## config.mk

```make
export PLATFORM = sky130hd
export DESIGN_NAME = hqb_matmul_cal
export DESIGN_NICKNAME = d
export VERILOG_FILES = /design/src/rtl/hqb_matmul_cal.sv
export SDC_FILE = /design/constraint.sdc
export NUM_CORES = 2
export LEC_CHECK = 0
export ABC_CLOCK_PERIOD_IN_PS = 29500
export CAP_MARGIN = 5
export CORE_ASPECT_RATIO = 0.75
export CORE_MARGIN = 2
export CORE_UTILIZATION = 40
export CTS_CLUSTER_DIAMETER = 80
export DETAILED_ROUTE_END_ITERATION = 10
export GPL_ROUTABILITY_DRIVEN = 0
export GPL_TIMING_DRIVEN = 0
export PLACE_DENSITY_LB_ADDON = 0.05
export SLEW_MARGIN = 20
export SYNTH_ARGS = -nofsm -noshare
export SYNTH_HDL_FRONTEND = slang
export SYNTH_SLANG_ARGS = --single-unit
```

## constraint.sdc

```tcl
create_clock -name clk -period 29.5 [get_ports clk]
set_clock_uncertainty 0.05 [all_clocks]
set_input_delay 2.95 -clock clk [delete_from_list [all_inputs] [get_ports clk]]
set_output_delay 2.95 -clock clk [all_outputs]
set_load 0.01 [all_outputs]
```

## src/rtl/hqb_matmul_cal.sv

```systemverilog
// Complex fixed-point matrix multiply Y = H*B, one complex MAC per cycle.
// Latency: last element written NR*NC*K edges after the accepting edge; done pulses the cycle after.
// Backpressure: none; start is only sampled in IDLE, requests while busy are dropped.
module hqb_matmul_cal #(
    parameter int W    = 16,
    parameter int FRAC = 8,
    parameter int NR   = 4,
    parameter int K    = 2,
    parameter int NC   = 2,
    parameter int SAT  = 1
) (
    input  logic                 clk,
    input  logic                 rst,
    input  logic                 start,
    input  logic [NR*K*W-1:0]    h_r,
    input  logic [NR*K*W-1:0]    h_i,
    input  logic [K*NC*W-1:0]    b_r,
    input  logic [K*NC*W-1:0]    b_i,
    output logic [NR*NC*W-1:0]   y_r,
    output logic [NR*NC*W-1:0]   y_i,
    output logic                 busy,
    output logic                 done,
    output logic                 ovf
);

    // Accumulator carries the full sum of K complex products without overflow.
    localparam int AW = 2*W + 1 + $clog2(K);
    localparam int RW = (NR > 1) ? $clog2(NR) : 1;
    localparam int KW = (K  > 1) ? $clog2(K)  : 1;
    localparam int CW = (NC > 1) ? $clog2(NC) : 1;

    typedef enum logic [1:0] {
        S_IDLE = 2'd0,
        S_CALC = 2'd1,
        S_DONE = 2'd2
    } state_t;

    state_t               r_state;
    logic [NR*K*W-1:0]    r_h_r, r_h_i;
    logic [K*NC*W-1:0]    r_b_r, r_b_i;
    logic [RW-1:0]        r_row;
    logic [KW-1:0]        r_k;
    logic [CW-1:0]        r_col;
    logic signed [AW-1:0] r_acc_r, r_acc_i;
    logic [W-1:0]         r_y_r [NC][NR];
    logic [W-1:0]         r_y_i [NC][NR];
    logic                 r_busy, r_done, r_ovf;

    logic [W-1:0]         w_h_r_a [NR][K];
    logic [W-1:0]         w_h_i_a [NR][K];
    logic [W-1:0]         w_b_r_a [K][NC];
    logic [W-1:0]         w_b_i_a [K][NC];
    logic [2*W-1:0]       w_hr_x, w_hi_x, w_br_x, w_bi_x;
    logic [2*W-1:0]       w_p_rr, w_p_ii, w_p_ri, w_p_ir;
    logic signed [AW-1:0] w_mac_r, w_mac_i;
    logic signed [AW-1:0] w_sh_r, w_sh_i;
    logic                 w_oor_r, w_oor_i;
    logic [W-1:0]         w_res_r, w_res_i;

    // True when a shifted value does not fit the signed W-bit range.
    function automatic logic out_of_range(input logic [AW-1:0] v);
        logic [AW-W:0] top;
        top = v[AW-1:W-1];
        return !((&top) || !(|top));
    endfunction

    // Reduce a shifted value to W bits, clamping or wrapping.
    function automatic logic [W-1:0] reduce(input logic [AW-1:0] v);
        logic [W-1:0] res;
        res = v[W-1:0];
        if (SAT != 0 && out_of_range(v)) begin
            res = v[AW-1] ? {1'b1, {(W-1){1'b0}}} : {1'b0, {(W-1){1'b1}}};
        end
        return res;
    endfunction

    // Unpack the captured operand vectors into element arrays.
    always_comb begin
        for (int r = 0; r < NR; r++) begin
            for (int k = 0; k < K; k++) begin
                w_h_r_a[r][k] = r_h_r[(r*K+k)*W +: W];
                w_h_i_a[r][k] = r_h_i[(r*K+k)*W +: W];
            end
        end
        for (int k = 0; k < K; k++) begin
            for (int c = 0; c < NC; c++) begin
                w_b_r_a[k][c] = r_b_r[(k*NC+c)*W +: W];
                w_b_i_a[k][c] = r_b_i[(k*NC+c)*W +: W];
            end
        end
    end

    // One complex MAC on the current (r,k,c) operands, then shift and reduce.
    always_comb begin
        w_hr_x  = {{W{w_h_r_a[r_row][r_k][W-1]}}, w_h_r_a[r_row][r_k]};
        w_hi_x  = {{W{w_h_i_a[r_row][r_k][W-1]}}, w_h_i_a[r_row][r_k]};
        w_br_x  = {{W{w_b_r_a[r_k][r_col][W-1]}}, w_b_r_a[r_k][r_col]};
        w_bi_x  = {{W{w_b_i_a[r_k][r_col][W-1]}}, w_b_i_a[r_k][r_col]};
        w_p_rr  = w_hr_x * w_br_x;
        w_p_ii  = w_hi_x * w_bi_x;
        w_p_ri  = w_hr_x * w_bi_x;
        w_p_ir  = w_hi_x * w_br_x;
        w_mac_r = r_acc_r + {{(AW-2*W){w_p_rr[2*W-1]}}, w_p_rr}
                          - {{(AW-2*W){w_p_ii[2*W-1]}}, w_p_ii};
        w_mac_i = r_acc_i + {{(AW-2*W){w_p_ri[2*W-1]}}, w_p_ri}
                          + {{(AW-2*W){w_p_ir[2*W-1]}}, w_p_ir};
        w_sh_r  = w_mac_r >>> FRAC;
        w_sh_i  = w_mac_i >>> FRAC;
        w_oor_r = out_of_range(w_sh_r);
        w_oor_i = out_of_range(w_sh_i);
        w_res_r = reduce(w_sh_r);
        w_res_i = reduce(w_sh_i);
    end

    // Pack the result registers into the column-major output vectors.
    always_comb begin
        y_r = '0;
        y_i = '0;
        for (int c = 0; c < NC; c++) begin
            for (int r = 0; r < NR; r++) begin
                y_r[(c*NR+r)*W +: W] = r_y_r[c][r];
                y_i[(c*NR+r)*W +: W] = r_y_i[c][r];
            end
        end
    end

    assign busy = r_busy;
    assign done = r_done;
    assign ovf  = r_ovf;

    // Control FSM, index sequencing (k innermost, then r, then c) and result write-back.
    always_ff @(posedge clk or posedge rst) begin
        if (rst) begin
            r_state <= S_IDLE;
            r_h_r   <= '0;
            r_h_i   <= '0;
            r_b_r   <= '0;
            r_b_i   <= '0;
            r_row   <= '0;
            r_k     <= '0;
            r_col   <= '0;
            r_acc_r <= '0;
            r_acc_i <= '0;
            r_busy  <= 1'b0;
            r_done  <= 1'b0;
            r_ovf   <= 1'b0;
            for (int c = 0; c < NC; c++) begin
                for (int r = 0; r < NR; r++) begin
                    r_y_r[c][r] <= '0;
                    r_y_i[c][r] <= '0;
                end
            end
        end else begin
            case (r_state)
                S_IDLE: begin
                    r_done <= 1'b0;
                    if (start) begin
                        r_h_r   <= h_r;
                        r_h_i   <= h_i;
                        r_b_r   <= b_r;
                        r_b_i   <= b_i;
                        r_ovf   <= 1'b0;
                        r_acc_r <= '0;
                        r_acc_i <= '0;
                        r_row   <= '0;
                        r_k     <= '0;
                        r_col   <= '0;
                        r_busy  <= 1'b1;
                        r_state <= S_CALC;
                    end
                end
                S_CALC: begin
                    if (r_k == KW'(K-1)) begin
                        r_y_r[r_col][r_row] <= w_res_r;
                        r_y_i[r_col][r_row] <= w_res_i;
                        r_ovf   <= r_ovf | w_oor_r | w_oor_i;
                        r_acc_r <= '0;
                        r_acc_i <= '0;
                        r_k     <= '0;
                        if (r_row == RW'(NR-1)) begin
                            r_row <= '0;
                            if (r_col == CW'(NC-1)) begin
                                r_col   <= '0;
                                r_done  <= 1'b1;
                                r_state <= S_DONE;
                            end else begin
                                r_col <= r_col + CW'(1);
                            end
                        end else begin
                            r_row <= r_row + RW'(1);
                        end
                    end else begin
                        r_acc_r <= w_mac_r;
                        r_acc_i <= w_mac_i;
                        r_k     <= r_k + KW'(1);
                    end
                end
                S_DONE: begin
                    r_done  <= 1'b0;
                    r_busy  <= 1'b0;
                    r_state <= S_IDLE;
                end
                default: begin
                    r_state <= S_IDLE;
                end
            endcase
        end
    end

endmodule

```

After elaboration in Yosys (flattened, before gate mapping)

Index checks and enable logic that the tools add are counted.

Register bits: 717
Bits of input ports: 387
Output and inout port bits: 259
Word-level logic and storage cells: 145

$add $sub $neg: 7
Multiply operators: 4
Magnitude comparators: 5
Equal/unequal tests: 7
Mux-type cells: 63
Bitwise logic cells: 5
Reduce and logical (&&, ||, !) cells: 25

Operators with widths:

| cell                                                      | number |
|---|---|
| 32-bit 2-to-1 mux                                         | 10 |
| 16-bit 2-to-1 mux                                         | 17 |
| 128-bit bitwise mux                                       | 2 |
| 34-bit case mux with 2 select lines                       | 2 |
| 32-bit binary-select mux with 2-bit select                | 2 |
| 16-bit by 16-bit multiplier with 32-bit output            | 4 |
| 34-bit adder                                              | 3 |
| 34-bit 2-to-1 mux                                         | 3 |
| 64-bit demux with 1-bit select                            | 1 |
| 64-bit 2-to-1 mux                                         | 1 |
| 34-bit subtractor                                         | 1 |
| 16-bit demux with 2-bit select                            | 1 |
| 11-bit AND reduction                                      | 2 |
| 11-bit OR reduction                                       | 2 |
| 2-bit 2-to-1 mux                                          | 7 |
| 4-bit AND reduction                                       | 3 |
| 1-bit 2-to-1 mux                                          | 10 |
| 1-bit case mux with 2 select lines                        | 5 |
| 2-bit != test (second input constant)                     | 4 |
| 2-bit case mux with 2 select lines                        | 2 |
| 2-bit AND reduction                                       | 4 |
| 2-bit nonzero test                                        | 3 |
| 2-bit equality test (second input constant)               | 2 |
| 2-bit greater-or-equal comparator (second input constant) | 2 |
| 15 further kinds                                          | 23 |

Depth between registers and ports, before layout

Word-level depth: 18
Depth in mapped cells: 50
Gate-level depth less buffers: 45

Worst setup path after synthesis

OpenSTA, ideal clock, no wires.

Kind: flip-flop to flip-flop
Start: reg r_row[0]
End: reg r_y_r, in the netlist y_r[6]
Data arrival time: 11,335 ps
Setup slack: 18,038 ps
Cell stages (with the launch flop): 46
Buffers on the path: 4
Clock period less this slack: 11,462 ps
Cells stage by stage: dfrtp_1 > clkbuf_1 > buf_1 > buf_1 > mux4_2 > mux2i_1 > clkbuf_1 > nor2_1 > fa_1 > inv_1 > fa_1 > fa_1 > inv_1 > fa_1 > fa_1 > inv_1 > fa_1 > inv_1 > [... 10 more ...] > a21oi_1 > o21bai_1 > a21oi_1 > xnor2_1 > fa_1 > ha_1 > and2_1 > nand3_1 > a211oi_1 > o41ai_2 > o21ai_1 > a21o_1 > xor2_1 > inv_1 > nor4_4 > nor2_4 > o21a_1 > o21ai_1

Longest elaborated chain between the ends: 15

Ends and longest elaborated chain:

| item                                                  | line        | text |
|---|---|---|
| start: declaration                                    | 41          | `logic [RW-1:0] r_row;` |
| start signal: assignment                              | 190         | `r_row <= r_row + RW'(1);` |
| 2-bit NOT with 3-bit output (not written as such) *   | 95, 96, 174 |  |
| 32-bit binary-select mux with 2-bit select            | 95          | `w_hr_x = {{W{w_h_r_a[r_row][r_k][W-1]}}, w_h_r_a[r_row][r_k]};` |
| 32-bit 2-to-1 mux (not written as such) (2 in series) | 95          |  |
| 16-bit 2-to-1 mux (not written as such) (3 in series) | 95          |  |
| 16-bit by 16-bit multiplier with 32-bit output        | 99          | `w_p_rr = w_hr_x * w_br_x;` |
| 34-bit adder                                          | 103         | `w_mac_r = r_acc_r + {{(AW-2*W){w_p_rr[2*W-1]}}, w_p_rr}` |
| 34-bit subtractor                                     | 104         | `- {{(AW-2*W){w_p_ii[2*W-1]}}, w_p_ii};` |
| 11-bit OR reduction                                   | 64          | `return !((&top) \|\| !(\|top));` |
| 1-bit zero test                                       | 64          |  |
| 1-bit logical OR                                      | 64          |  |
| 16-bit 2-to-1 mux                                     | 71          | `if (SAT != 0 && out_of_range(v)) begin` |
| 128-bit bitwise mux *                                 | 174         | `r_y_r[r_col][r_row] <= w_res_r;` |
| end signal: indexed assignment                        | 174         |  |
| end: declaration                                      | 45          | `logic [W-1:0] r_y_r [NC][NR];` |

Every way passes the cells marked *; elsewhere a longest branch is shown, timed or not. The select of a mux whose other input is x is not followed.
A chain may end at the register's enable or synchronous reset.

Worst setup path after layout

Start: reg r_col
End: reg r_y_r, in the netlist y_r[38]

Longest elaborated chain between the ends: 12

Ends and longest elaborated chain:

| item                                                  | line        | text |
|---|---|---|
| start: declaration                                    | 43          | `logic [CW-1:0] r_col;` |
| start signal: assignment                              | 187         | `r_col <= r_col + CW'(1);` |
| 1-bit NOT with 2-bit output (not written as such) *   | 97, 98, 174 |  |
| 16-bit 2-to-1 mux (not written as such) (3 in series) | 97          | `w_br_x = {{W{w_b_r_a[r_k][r_col][W-1]}}, w_b_r_a[r_k][r_col]};` |
| 16-bit by 16-bit multiplier with 32-bit output        | 99          |  |
| 34-bit adder                                          | 103         |  |
| 34-bit subtractor                                     | 104         |  |
| 11-bit OR reduction                                   | 64          |  |
| 1-bit zero test                                       | 64          |  |
| 1-bit logical OR                                      | 64          |  |
| 16-bit 2-to-1 mux                                     | 71          |  |
| 128-bit bitwise mux *                                 | 174         |  |

Marked as above.

==> out/qor_table.md <==
| Stage | Parameter | This run |
|:---|:---|:---|
| outcome | Result of the run | finished, final reports clean |
| clock tree | Clock net sink count | 717 |
| clock tree | Buffer count from post-CTS setup fixing | 0 |
| routing | Drt total wl | 294000 um |
| setup path | Setup slack of the most critical reg-to-reg path | 12.63 ns |
| synth | Distinct cell type count of the synthesized netlist | 81 |
| floorplanning | Chip Width | 497 um |
| synth | Synth area leaders | sky130_fd_sc_hd__fa_1, sky130_fd_sc_hd__dfrtp_1, sky130_fd_sc_hd__mux2_2 |
| global routing | Initial antenna violation count | 41 |
| sta | Maximum clock frequency | 0.0593 GHz |
| cells and area | Number of nets in the finished design | 9861 |
| synth | Total of flip-flops plus latches after synthesis | 717 |
| global routing | Maximum number of pins on one net before global-route repair | 97 |
| floorplanning | Number of top-level pins | 646 |
| routing | Met3 Wirelength | 35400 um |
| setup path | Worst R2R Start | r_col$_DFFE_PP0P_ |
| routing | Met2 routed wirelength | 128000 um |
| routing | Antenna Nets Post-Route | 0 |
| setup path | Number of cell instances on the worst register-to-register path | 46 |
| flow run | Maxcap violations | 0 |
| setup path | Peak fanout along the critical path | 10 |
| synth | Post-synth top area share | 30.6% |
| setup path | Highest-delay cell along the critical path | sky130_fd_sc_hd__clkbuf_1 |
| global routing | GRT Overall Usage | 31.9% |
| synth | Total number of yosys warnings | 0 |
| global routing | Wire length of the first global-routing pass | 423000 um |
| setup path | Crit. End Element | flip-flop |
| min path | Worst hold stages | 2 |
| routing | Total number of vias | 56400 |
| min path | Min-Delay Path Class | flip-flop to flip-flop |
| setup path | Cell repeated most along the worst path | sky130_fd_sc_hd__fa_1 |
| routing | Highest signal layer in the routed design | met5 |
| sta | Aggregate negative setup slack | 0 ns |
| sta | Period utilisation layout | 57.2% |
| cells and area | Share of post-route cells with drive strength above 1 | 10.2% |
| routing | First DRT Iteration DRCs | 5394 |
| floorplanning | Initial core utilization | 40.3% |
| sta | Max-Slew Margin vs Limit | 4.69% |
| routing | Detailed-route vias per instance | 5.40 |
| sta | Worst-margin pin slew | 1.42 ns |
| synth | Most numerous cell in the Yosys netlist | sky130_fd_sc_hd__inv_1 |
| synth | Post-Synthesis Mean Instance Area | 10.1 sq um |
| floorplanning | Vert. Die Dim | 374 um |
| cells and area | Total of fill cells in the finished design | 17200 |
| synth | Sequential-to-total area share from yosys stat | 24.6% |
| floorplanning | Std-Cell Core Area | 0.181 sq mm |
| cells and area | Register area | 0.0179 sq mm |
| sta | Number of max-slew violations in the final report | 0 |
| sta | Post-layout minimum cycle time | 16.87 ns |
| floorplanning | Die Area | 0.186 sq mm |
| placement | Number of I/O port buffers | 645 |
| cells and area | Multi-input logic area | 0.0490 sq mm |
| routing | Met1 layer wirelength in the final routing | 122000 um |
| clock tree | Number of H-tree branching levels | 3 |
| setup path | Critical R2R Capture | y_r[38]$_DFFE_PP0P_ |
| clock tree | Clock-pin slew on the worst setup and hold paths | 0.06 ns |
| setup path | Sort of element at the start of the critical path | flip-flop |
| sta | Unrepaired setup endpoints after global routing | no |
| min path | End of the worst hold path | r_acc_r[2]$_DFFE_PP0P_ |
| routing | Number of DRC violations after detailed routing | 0 |
| sta | WHS | 0.427 ns |
| setup path | Slowest cell delay on critical path | 0.98 ns |
| global routing | Overflow left after global routing | 0 |
| min path | Worst hold path startpoint | r_acc_r[2]$_DFFE_PP0P_ |
| placement | Post-placement setup slack | 12.85 ns |
| synth | Most frequently used flop master after synthesis | sky130_fd_sc_hd__dfrtp_1 |
| synth | Synthesized cell area | 0.0729 sq mm |
| clock tree | Number of buffers on the longest clock path | 3 |
| sta | Final setup slack of the worst path | 12.63 ns |
| setup path | Data arrival time of the critical path | 17.48 ns |
| clock tree | Clock latency on the worst-skew pair | 0.74 ns |
| cells and area | Synth-to-layout area growth | 18.1% |
| setup path | Critical path required time | 30.11 ns |
| synth | Number of flops mapped to enable cells by yosys | 0 |
| routing | Number of optimization iterations in the first detailed-route pass | 8 |
| placement | Placed Area | 0.0831 sq mm |
| setup path | Category of the most critical setup path | flip-flop to flip-flop |
| placement | Post-DP HPWL | 244000 um |
| synth | Async S/R FF share, synth | 100% |
| routing | Post-DR wirelength/cell | 28.2 um |
| synth | Syn_nets | 9103 |
| synth | Commonest cells in the netlist | sky130_fd_sc_hd__inv_1, sky130_fd_sc_hd__fa_1, sky130_fd_sc_hd__nand2_1, sky130_fd_sc_hd__dfrtp_1, sky130_fd_sc_hd__nor2_1 |
| clock tree | Number of gates given a new drive strength after cts | 0 |
| sta | Final Setup Violations | 0 |
| clock tree | Quantity of hold-fixing buffers added after cts | 0 |
| synth | Cells after synthesis | 7203 |
| clock tree | Root Buffer Master | sky130_fd_sc_hd__clkbuf_16 |
| cells and area | Final design instance area without fill | 0.0861 sq mm |
| floorplanning | Site row count | 135 |
| clock tree | Total CTS buffers | 81 |
| clock tree | CTS tree | done |
| synth | Cell accounting for the most synthesized area | sky130_fd_sc_hd__fa_1 |
| global routing | Vias in the first global route | 58700 |
| sta | Final Hold Fails | 0 |
cell usage in the layout (no fill, tap or decap), drive strengths merged, types with 10 or more instances in the layout:
cell,instances
nand2,820
clkdlybuf4s50,645
nand3,40
and3,19
clkinv,22
a21o,70
and2,38
a21oi,161
o22a,41
xor2,64
buf,67
mux2i,60
o21bai,28
diode,34
xnor2,136
mux4,70
nor3,17
o21a,68
a31oi,58
inv,1340
ha,398
nand2b,48
mux2,464
o21ai,295
nor2b,33
a211oi,13
or2,10
nand4,11
a22o,28
nor2,601
fa,1115
dfrtp,717
clkbuf,402
through the flow:
step,instances,utilization [%]
global route,10400,47.6
global placement,10200,45.5
floorplan,7203,-
CTS,10400,47.5
finish,10500,47.6
detailed placement,10300,45.9
flip-flops by register name, summed over array words and instances (netlist names):
| signal | count |
|---|---|
| r_acc_r | 34 |
| r_b_r | 64 |
| r_k | 1 |
| done | 1 |
| r_h_i | 128 |
| ovf | 1 |
| r_acc_i | 34 |
| r_h_r | 128 |
| y_r | 128 |
| r_row | 2 |
| busy | 1 |
| r_state | 2 |
| r_b_i | 64 |
| y_i | 128 |
| r_col | 1 |
cells by family (layout without fill, tap and decap cells):
logic type	count (synthesis)	in the layout	synth area share (%)
simple gates	1673	1673	9.48
buf+inv	1661	2483	8.58
fa+ha+maj	1513	1513	37.4
compound gates	844	844	7.31
flops	717	717	24.6
mux	594	594	10.2
xor+xnor	201	201	2.43
other cells	0	34	0
per-layer routing:
metal	vias up	track usage, %
li1	24200	-
met1	29300	43.4
met2	2514	47.2
met3	414	12.1
met4	10	9.39
met5	-	0
critical path: cells and delay by family, from the launching register on:
| kind | cells | cell delay [ns] |
|---|---|---|
| flops | 1 | 0.32 |
| mux | 1 | 0.19 |
| xor+xnor | 2 | 0.76 |
| fa+ha+maj | 9 | 4.54 |
| compound gates | 16 | 4.16 |
| simple gates | 9 | 2.19 |
| buf+inv | 9 | 4.51 |
worst max path at each step:
| stage | from | to | slack [ns] | depth (start not counted) |
|---|---|---|---|---|
| floorplan | rst | busy$_DFFE_PP0P_ | 6.39 | 1 |
| global placement | rst | r_b_r[21]$_DFFE_PP0P_ | -3.98 | 2 |
| detailed placement | r_col$_DFFE_PP0P_ | y_r[38]$_DFFE_PP0P_ | 12.85 | 46 |
| CTS | r_col$_DFFE_PP0P_ | y_r[38]$_DFFE_PP0P_ | 12.78 | 46 |
| global route | r_col$_DFFE_PP0P_ | y_r[70]$_DFFE_PP0P_ | 12.21 | 46 |
| finish | r_col$_DFFE_PP0P_ | y_r[38]$_DFFE_PP0P_ | 12.63 | 46 |
cell type report:
class	count	area share, %
antenna	34	0.0988
buffer	326	1.50
clock buffer	113	2.70
clock inverter	34	0.561
inverter	1335	5.83
multi-input combinational	4825	56.9
sequential	717	20.8
tap	2397	3.48
timing repair buffer	675	8.11
Power is not shown: default switching activity piles up to over one toggle a cycle in this logic, so the estimate is an artifact.
